$ cat src/rtl/br_resolve_pkg.sv
// ============================================================================
// Module   : br_resolve_pkg
// Brief    : Shared types and constants for the EX-stage branch resolver.
// Revision : 1.0  initial release
// ============================================================================
`default_nettype none

package br_resolve_pkg;

    localparam int c_pc_w = 32;
    localparam logic [c_pc_w-1:0] c_instr_step = 32'd4;

    typedef struct packed {
        logic              valid;
        logic [c_pc_w-1:0] pc;
        logic              taken;
        logic [c_pc_w-1:0] target;
        logic              is_branch;
    } upd_pkt_t;

    typedef enum logic [0:0] {
        IDLE   = 1'b0,
        SHADOW = 1'b1
    } sq_state_t;

endpackage

`default_nettype wire

$ cat src/rtl/br_resolve_if.sv
// ============================================================================
// Module   : br_resolve_if
// Brief    : EX-side inputs, flush/redirect and BTB update bundle of br_resolve.
// Revision : 1.0  initial release
// ============================================================================
`default_nettype none

interface br_resolve_if
    import br_resolve_pkg::*;
#(
    parameter int CNT_W = 32
);
    logic              stall;
    logic              ex_valid;
    logic              pred_taken;
    logic [c_pc_w-1:0] pred_pc;
    logic              is_branch;
    logic              actual_taken;
    logic [c_pc_w-1:0] br_target;

    logic              flush;
    logic [c_pc_w-1:0] redirect_pc;
    logic              upd_valid;
    logic [c_pc_w-1:0] upd_pc;
    logic              upd_taken;
    logic [c_pc_w-1:0] upd_target;
    logic              upd_is_branch;
    logic [CNT_W-1:0]  br_cnt;
    logic [CNT_W-1:0]  mis_cnt;
    logic              squashing;

    modport master (
        output stall, ex_valid, pred_taken, pred_pc, is_branch, actual_taken, br_target,
        input  flush, redirect_pc, upd_valid, upd_pc, upd_taken, upd_target,
               upd_is_branch, br_cnt, mis_cnt, squashing
    );

    modport slave (
        input  stall, ex_valid, pred_taken, pred_pc, is_branch, actual_taken, br_target,
        output flush, redirect_pc, upd_valid, upd_pc, upd_taken, upd_target,
               upd_is_branch, br_cnt, mis_cnt, squashing
    );

endinterface

`default_nettype wire

$ cat src/rtl/br_resolve_sat_counter.sv
// ============================================================================
// Module   : br_resolve_sat_counter
// Brief    : WIDTH-bit incrementer that sticks at all-ones; async reset.
// Revision : 1.0  initial release
// ============================================================================
`default_nettype none

module br_resolve_sat_counter #(
    parameter int WIDTH = 32
) (
    input  wire logic             clk,
    input  wire logic             rst,
    input  wire logic             inc,
    output logic      [WIDTH-1:0] count
);

    logic [WIDTH-1:0] r_count;

    always_ff @(posedge clk or posedge rst) begin
        if (rst) begin
            r_count <= '0;
        end else if (inc && (r_count != {WIDTH{1'b1}})) begin
            r_count <= r_count + WIDTH'(1);
        end
    end

    assign count = r_count;

endmodule

`default_nettype wire

$ cat src/rtl/br_resolve.sv
// ============================================================================
// Module   : br_resolve
// Brief    : EX-stage branch resolution: mispredict flush/redirect, BTB update
//            packet, accuracy statistics and wrong-path shadow tracking.
// Revision : 1.0  initial release
// ============================================================================
`default_nettype none

module br_resolve
    import br_resolve_pkg::*;
#(
    parameter int SQUASH_LEN = 2,
    parameter int CNT_W      = 32
) (
    input  wire logic   clk,
    input  wire logic   rst,
    br_resolve_if.slave bus
);

    localparam int SQ_W = (SQUASH_LEN < 1) ? 1 : $clog2(SQUASH_LEN + 1);

    sq_state_t         r_state;
    sq_state_t         w_state_nxt;
    logic [SQ_W-1:0]   r_sq_left;
    logic [SQ_W-1:0]   w_sq_left_nxt;
    upd_pkt_t          r_upd;

    logic              w_squashing;
    logic              w_live;
    logic              w_miss;
    logic              w_upd_fire;
    logic [c_pc_w-1:0] w_fallthru;

    assign w_squashing = (r_state == SHADOW);
    assign w_live      = bus.ex_valid & ~bus.stall & ~w_squashing;
    assign w_fallthru  = bus.pred_pc + c_instr_step;

    // Target is never compared: the BTB only caches direct targets.
    assign w_miss = w_live &
                    (( ~bus.pred_taken &  bus.is_branch & bus.actual_taken) |
                     (  bus.pred_taken & ~(bus.is_branch & bus.actual_taken)));

    // Alias hits (predicted taken on a non-branch) also produce a packet.
    assign w_upd_fire = w_live & (bus.is_branch | bus.pred_taken);

    assign bus.flush       = w_miss & ~rst;
    assign bus.redirect_pc = rst ? '0 :
                             (w_miss & ~bus.pred_taken) ? bus.br_target : w_fallthru;

    always_ff @(posedge clk or posedge rst) begin
        if (rst) begin
            r_state   <= IDLE;
            r_sq_left <= '0;
        end else begin
            r_state   <= w_state_nxt;
            r_sq_left <= w_sq_left_nxt;
        end
    end

    always_comb begin
        w_state_nxt   = r_state;
        w_sq_left_nxt = r_sq_left;
        if (!bus.stall) begin
            case (r_state)
                IDLE: begin
                    if (w_miss) begin
                        w_state_nxt   = SHADOW;
                        w_sq_left_nxt = SQ_W'(SQUASH_LEN);
                    end
                end
                SHADOW: begin
                    // Bubbles still occupy a wrong-path slot, so count every cycle.
                    w_sq_left_nxt = r_sq_left - SQ_W'(1);
                    if (r_sq_left <= SQ_W'(1)) begin
                        w_state_nxt = IDLE;
                    end
                end
                default: begin
                    w_state_nxt   = IDLE;
                    w_sq_left_nxt = '0;
                end
            endcase
        end
    end

    always_ff @(posedge clk or posedge rst) begin
        if (rst) begin
            r_upd <= '0;
        end else begin
            r_upd.valid <= w_upd_fire;
            if (w_upd_fire) begin
                r_upd.pc        <= bus.pred_pc;
                r_upd.taken     <= bus.actual_taken & bus.is_branch;
                r_upd.target    <= bus.br_target;
                r_upd.is_branch <= bus.is_branch;
            end
        end
    end

    assign bus.upd_valid     = r_upd.valid;
    assign bus.upd_pc        = r_upd.pc;
    assign bus.upd_taken     = r_upd.taken;
    assign bus.upd_target    = r_upd.target;
    assign bus.upd_is_branch = r_upd.is_branch;
    assign bus.squashing     = w_squashing;

    br_resolve_sat_counter #(
        .WIDTH (CNT_W)
    ) u_br_cnt (
        .clk   (clk),
        .rst   (rst),
        .inc   (w_live & bus.is_branch),
        .count (bus.br_cnt)
    );

    br_resolve_sat_counter #(
        .WIDTH (CNT_W)
    ) u_mis_cnt (
        .clk   (clk),
        .rst   (rst),
        .inc   (w_miss),
        .count (bus.mis_cnt)
    );

endmodule

`default_nettype wire

$ cat src/flat_wrapper.sv
// flat-port wrapper written by rule: the top's interface ports become plain ports
module br_resolve_flat import br_resolve_pkg::*;
#(
    parameter int SQUASH_LEN = 2,
    parameter int CNT_W      = 32
)
  (clk, rst, bus_stall, bus_ex_valid, bus_pred_taken, bus_pred_pc, bus_is_branch, bus_actual_taken, bus_br_target, bus_flush, bus_redirect_pc, bus_upd_valid, bus_upd_pc, bus_upd_taken, bus_upd_target, bus_upd_is_branch, bus_br_cnt, bus_mis_cnt, bus_squashing);
  br_resolve_if #(.CNT_W(CNT_W)) bus_i ();
  input  wire logic clk;
  input  wire logic rst;
  input wire logic [$bits(bus_i.stall)-1:0] bus_stall;
  input wire logic [$bits(bus_i.ex_valid)-1:0] bus_ex_valid;
  input wire logic [$bits(bus_i.pred_taken)-1:0] bus_pred_taken;
  input wire logic [$bits(bus_i.pred_pc)-1:0] bus_pred_pc;
  input wire logic [$bits(bus_i.is_branch)-1:0] bus_is_branch;
  input wire logic [$bits(bus_i.actual_taken)-1:0] bus_actual_taken;
  input wire logic [$bits(bus_i.br_target)-1:0] bus_br_target;
  output wire logic [$bits(bus_i.flush)-1:0] bus_flush;
  output wire logic [$bits(bus_i.redirect_pc)-1:0] bus_redirect_pc;
  output wire logic [$bits(bus_i.upd_valid)-1:0] bus_upd_valid;
  output wire logic [$bits(bus_i.upd_pc)-1:0] bus_upd_pc;
  output wire logic [$bits(bus_i.upd_taken)-1:0] bus_upd_taken;
  output wire logic [$bits(bus_i.upd_target)-1:0] bus_upd_target;
  output wire logic [$bits(bus_i.upd_is_branch)-1:0] bus_upd_is_branch;
  output wire logic [$bits(bus_i.br_cnt)-1:0] bus_br_cnt;
  output wire logic [$bits(bus_i.mis_cnt)-1:0] bus_mis_cnt;
  output wire logic [$bits(bus_i.squashing)-1:0] bus_squashing;
  assign bus_i.stall = bus_stall;
  assign bus_i.ex_valid = bus_ex_valid;
  assign bus_i.pred_taken = bus_pred_taken;
  assign bus_i.pred_pc = bus_pred_pc;
  assign bus_i.is_branch = bus_is_branch;
  assign bus_i.actual_taken = bus_actual_taken;
  assign bus_i.br_target = bus_br_target;
  assign bus_flush = bus_i.flush;
  assign bus_redirect_pc = bus_i.redirect_pc;
  assign bus_upd_valid = bus_i.upd_valid;
  assign bus_upd_pc = bus_i.upd_pc;
  assign bus_upd_taken = bus_i.upd_taken;
  assign bus_upd_target = bus_i.upd_target;
  assign bus_upd_is_branch = bus_i.upd_is_branch;
  assign bus_br_cnt = bus_i.br_cnt;
  assign bus_mis_cnt = bus_i.mis_cnt;
  assign bus_squashing = bus_i.squashing;
  br_resolve #(.SQUASH_LEN(SQUASH_LEN), .CNT_W(CNT_W)) u_core (.clk(clk), .rst(rst), .bus(bus_i));
endmodule
$ cat config.mk
export PLATFORM = sky130hd
export DESIGN_NAME = br_resolve_flat
export DESIGN_NICKNAME = d
export VERILOG_FILES = /design/src/rtl/br_resolve_pkg.sv /design/src/rtl/br_resolve_if.sv /design/src/rtl/br_resolve_sat_counter.sv /design/src/rtl/br_resolve.sv /design/src/flat_wrapper.sv
export SDC_FILE = /design/constraint.sdc
export NUM_CORES = 1
export LEC_CHECK = 0
export CAP_MARGIN = 10
export CORE_MARGIN = 4
export CORE_UTILIZATION = 39
export CTS_BUF_LIST = sky130_fd_sc_hd__clkbuf_2 sky130_fd_sc_hd__clkbuf_4 sky130_fd_sc_hd__clkbuf_8
export DETAILED_ROUTE_END_ITERATION = 12
export HOLD_SLACK_MARGIN = 0.08
export PLACE_DENSITY = 0.81
export SLEW_MARGIN = 10
export SYNTH_ARGS = -nofsm -noshare
export SYNTH_HDL_FRONTEND = slang
export SYNTH_SLANG_ARGS = --single-unit
export TNS_END_PERCENT = 5
$ cat constraint.sdc
create_clock -name clk -period 8.4 [get_ports clk]
set_input_delay 2.1 -clock clk [delete_from_list [all_inputs] [get_ports clk]]
set_output_delay 2.1 -clock clk [all_outputs]
set_load 0.005 [all_outputs]
==> summary.txt <==
Synth
  – Average cell area after synthesis: approximately 11 um2
  – Gate Count Post-Synth: roughly 610
  – Commonest register cell after synthesis: dfrtp_1
  – Ys async rst share: 100%
  – Synth Register Bits: between 100 and 150
  – Synth warn: 0
  – Cell variety after synth: 46
  – Post-synth EDFFs: 0
  – Syn nets: roughly 690
  – Sequential share of the synthesized area: 49.7%
  – Mapped cell area: around 6700 um2

Worst setup path
  – Crit-path max FO: ~60
  – Reg-to-Reg Start: u_core.u_mis_cnt.count[2]
  – Type of origin of the critical path: input port
  – Reg-to-reg endpoint: u_core.u_mis_cnt.count[29]
  – Critical Path RT: between 6 and 7 ns
  – Delay-heaviest family, CP: simple AND/OR/NAND/NOR gates
  – Crit. path cell count: 7
  – Critical path class: in -> out
  – Bufs and invs on worst path: 2
  – Crit path launch: bus_stall
  – Worst R2R Setup Slack: between 5 and 6 ns
  – Most frequent CP cell: clkdlybuf4s50_1
  – Worst setup EP type: primary output
  – Cell breakdown of the critical path: clkdlybuf4s50_1 -> and4bb_2 -> nand2_1 -> or2_2 -> nor2_1 -> a211oi_1 -> clkdlybuf4s50_1
  – Crit-path slowest cell: or2_2
  – Critical path's largest stage delay: roughly 0.87 ns
  – Critical path arrival: 5.04 ns
  – FF-to-FF path depth: 5

Clocking
  – Clock root buffer master: clkbuf_8
  – CTS tree: yes
  – Skew-Pair Late Insertion Delay: 0.44 ns
  – Clock buffer depth: 2
  – Clock slew at reported path FFs: roughly 0.08 ns
  – Post-CTS Setup Bufs: 0
  – # H-tree levels: 4
  – Clock Sinks: 134
  – Hold Buf Count CTS: 0
  – Total CTS buffers: 17
  – Post-CTS Resized: 0

Die
  – Num rows: 47
  – Core area: around 17000 um2
  – Die width: approximately 140 um
  – I/O pins: approximately 240
  – Starting Density: 40.3%
  – DIE AREA: roughly 19000 um2
  – Die outline height: 140 um

Power and ir drop
  – Leak: a little under 4 nW
  – Max VDD drop: 0.141 mV
  – Total Power: 2.21 mW
  – Pwr dens: approximately 230 nW/um2

Cells and area
  – Antenna Cells: 0
  – Synthesis-to-layout area growth: 43.6%
  – Final #Nets: 917
  – Layout cell share with drive strength beyond 1: 14.0%
  – Final Cell Area: slightly below 10000 um2
  – Most common cell after layout, fill and taps aside: clkdlybuf4s50_1
  – Most frequent cells in the layout: 234 x clkdlybuf4s50_1, 134 x dfrtp_1, 67 x mux2_2, 62 x xnor2_1, 51 x nor2_1
  – Final core occ: approximately 58%
  – Final Non-Filler Cells: ~1100

Routing
  – DRT Pass-1 Iters: 4
  – DRT antenna net count: 0
  – Via/cell ratio: 5.31
  – WL/cell: 18.1 um
  – Drt drc: 0
  – Wirelength, routed: roughly 19000 um
  – Vias: 5709
  – Drt first-iter violations: about 230

Job
  – Maxcap violations: 0

STA
  – Final Critical Period: just over 7 ns
  – Tcrit/Tclk final: about 85%
  – Fmax: between 100 and 150 MHz
  – Final hold viol count: 0
  – Post-route setup TNS: 0 ns
  – RSZ-0062 raised after global routing: false
  – Worst-margin pin slew: between 1 and 1.5 ns
  – Worst slew margin: between 20% and 30%
  – Clk_skew: ~0.013 ns
  – Slew Limit Fails: 0
  – Setup violators final: 0

Worst hold path
  – Hold path startpoint: u_core.bus.upd_is_branch
  – Hold WC Path Type: reg -> reg
  – Hold endpoint: u_core.bus.upd_is_branch
  – Min-Delay Path Depth: 2

Place
  – Gpl congestion: around 0.84
  – Buffers on Ports: between 200 and 250
  – Post-placement cell count: 1043
  – DP HPWL: 14200 um
  – Area after DPL: a little over 9000 um2

Global routing
  – Total GRT Usage: between 10% and 20%
  – First-pass GRT wire length: 31400 um
  – Initial antenna violation count: 0
  – Largest net degree at the start of global routing: 79
  – Via count of the first global-routing pass: a little under 6000
  – Total gr overflow: 0

Status
  – Outcome: complete, no violations
==> per-stage QoR <==
step / setup slack, ns / hold WS, ns
global placement: 1.26 / 0.470
finish: 1.26 / 0.484
detailed placement: 1.22 / 0.469
floorplan: 2.35 / 0.465
global route: 1.09 / 0.498
CTS: 1.22 / 0.488
==> cells in the mapped netlist, types with 5 or more instances <==
cell type	count	area, um2
nand2_1	45	169
xor2_1	26	228
dfrtp_1	134	3350
xnor2_1	62	543
a211oi_1	28	210
inv_1	5	18.8
clkbuf_1	15	56.3
nand4_1	38	238
nor4_1	5	31.3
nand3_1	34	170
buf_2	10	50.1
mux2_2	67	754
and4_1	14	123
nor3_1	8	40.0
and3_1	21	131
nor2_1	51	191
==> routing by layer <==
layer / global-route usage, % / part of all wire (%)
met3: 5.52 / 6.7
met1: 25.2 / 43
met2: 33.3 / 49
met4: 6.17 / 1.8
met5: 0 / 0
==> final cells by class <==
cell class / instances / area (um2)
repair buffers: 237 / 2360
inverters: 5 / 23.8
well taps: 220 / 275
flip-flops and latches: 134 / 3350
fillers: 1475 / 7070
clock buffers: 21 / 270
clock inverters: 11 / 126
multi-input cells: 447 / 3280
==> where the power goes <==
group,switching (mW),total (mW),internal [mW]
registers,0.106,0.929,0.823
clock network,0.262,0.544,0.283
logic,0.249,0.739,0.490
==> logic make-up after synthesis <==
group                      after synthesis  share of synthesized area (%)
buffers and inverters                   30                           1.85
DFF                                    134                           49.7
adders and majority gates                4                          0.742
AOI/OAI and AO/OA                       47                           5.19
and+or+nand+nor                        241                           19.9
xor gates and xnor gates                88                           11.4
muxes                                   67                           11.2
==> worst max-delay path by stage <==
stage,to,slack [ns]
after CTS,bus_redirect_pc[17],1.22
final,bus_redirect_pc[17],1.26
after floorplan,u_core.bus.squashing,2.35
after detailed placement,bus_redirect_pc[17],1.22
after global routing,bus_redirect_pc[16],1.09
after global placement,bus_redirect_pc[17],1.26
==> tightest hold or removal path, delay by kind of cell (launching register included) <==
kind / cells / cell delay (ns)
flip-flops: 1 / 0.35
AND/OR/NAND/NOR: 2 / 0.10
==> state kept, by name, indices dropped and copies added (netlist names) <==
signal                    count
u_core.bus.squashing          1
u_core.bus.upd_is_branch      1
u_core.bus.upd_pc            32
u_core.bus.upd_taken          1
u_core.bus.upd_target        32
u_core.bus.upd_valid          1
u_core.r_sq_left              2
u_core.u_br_cnt.count        32
u_core.u_mis_cnt.count       32
Note: power is estimated with default switching activity, not from simulation.
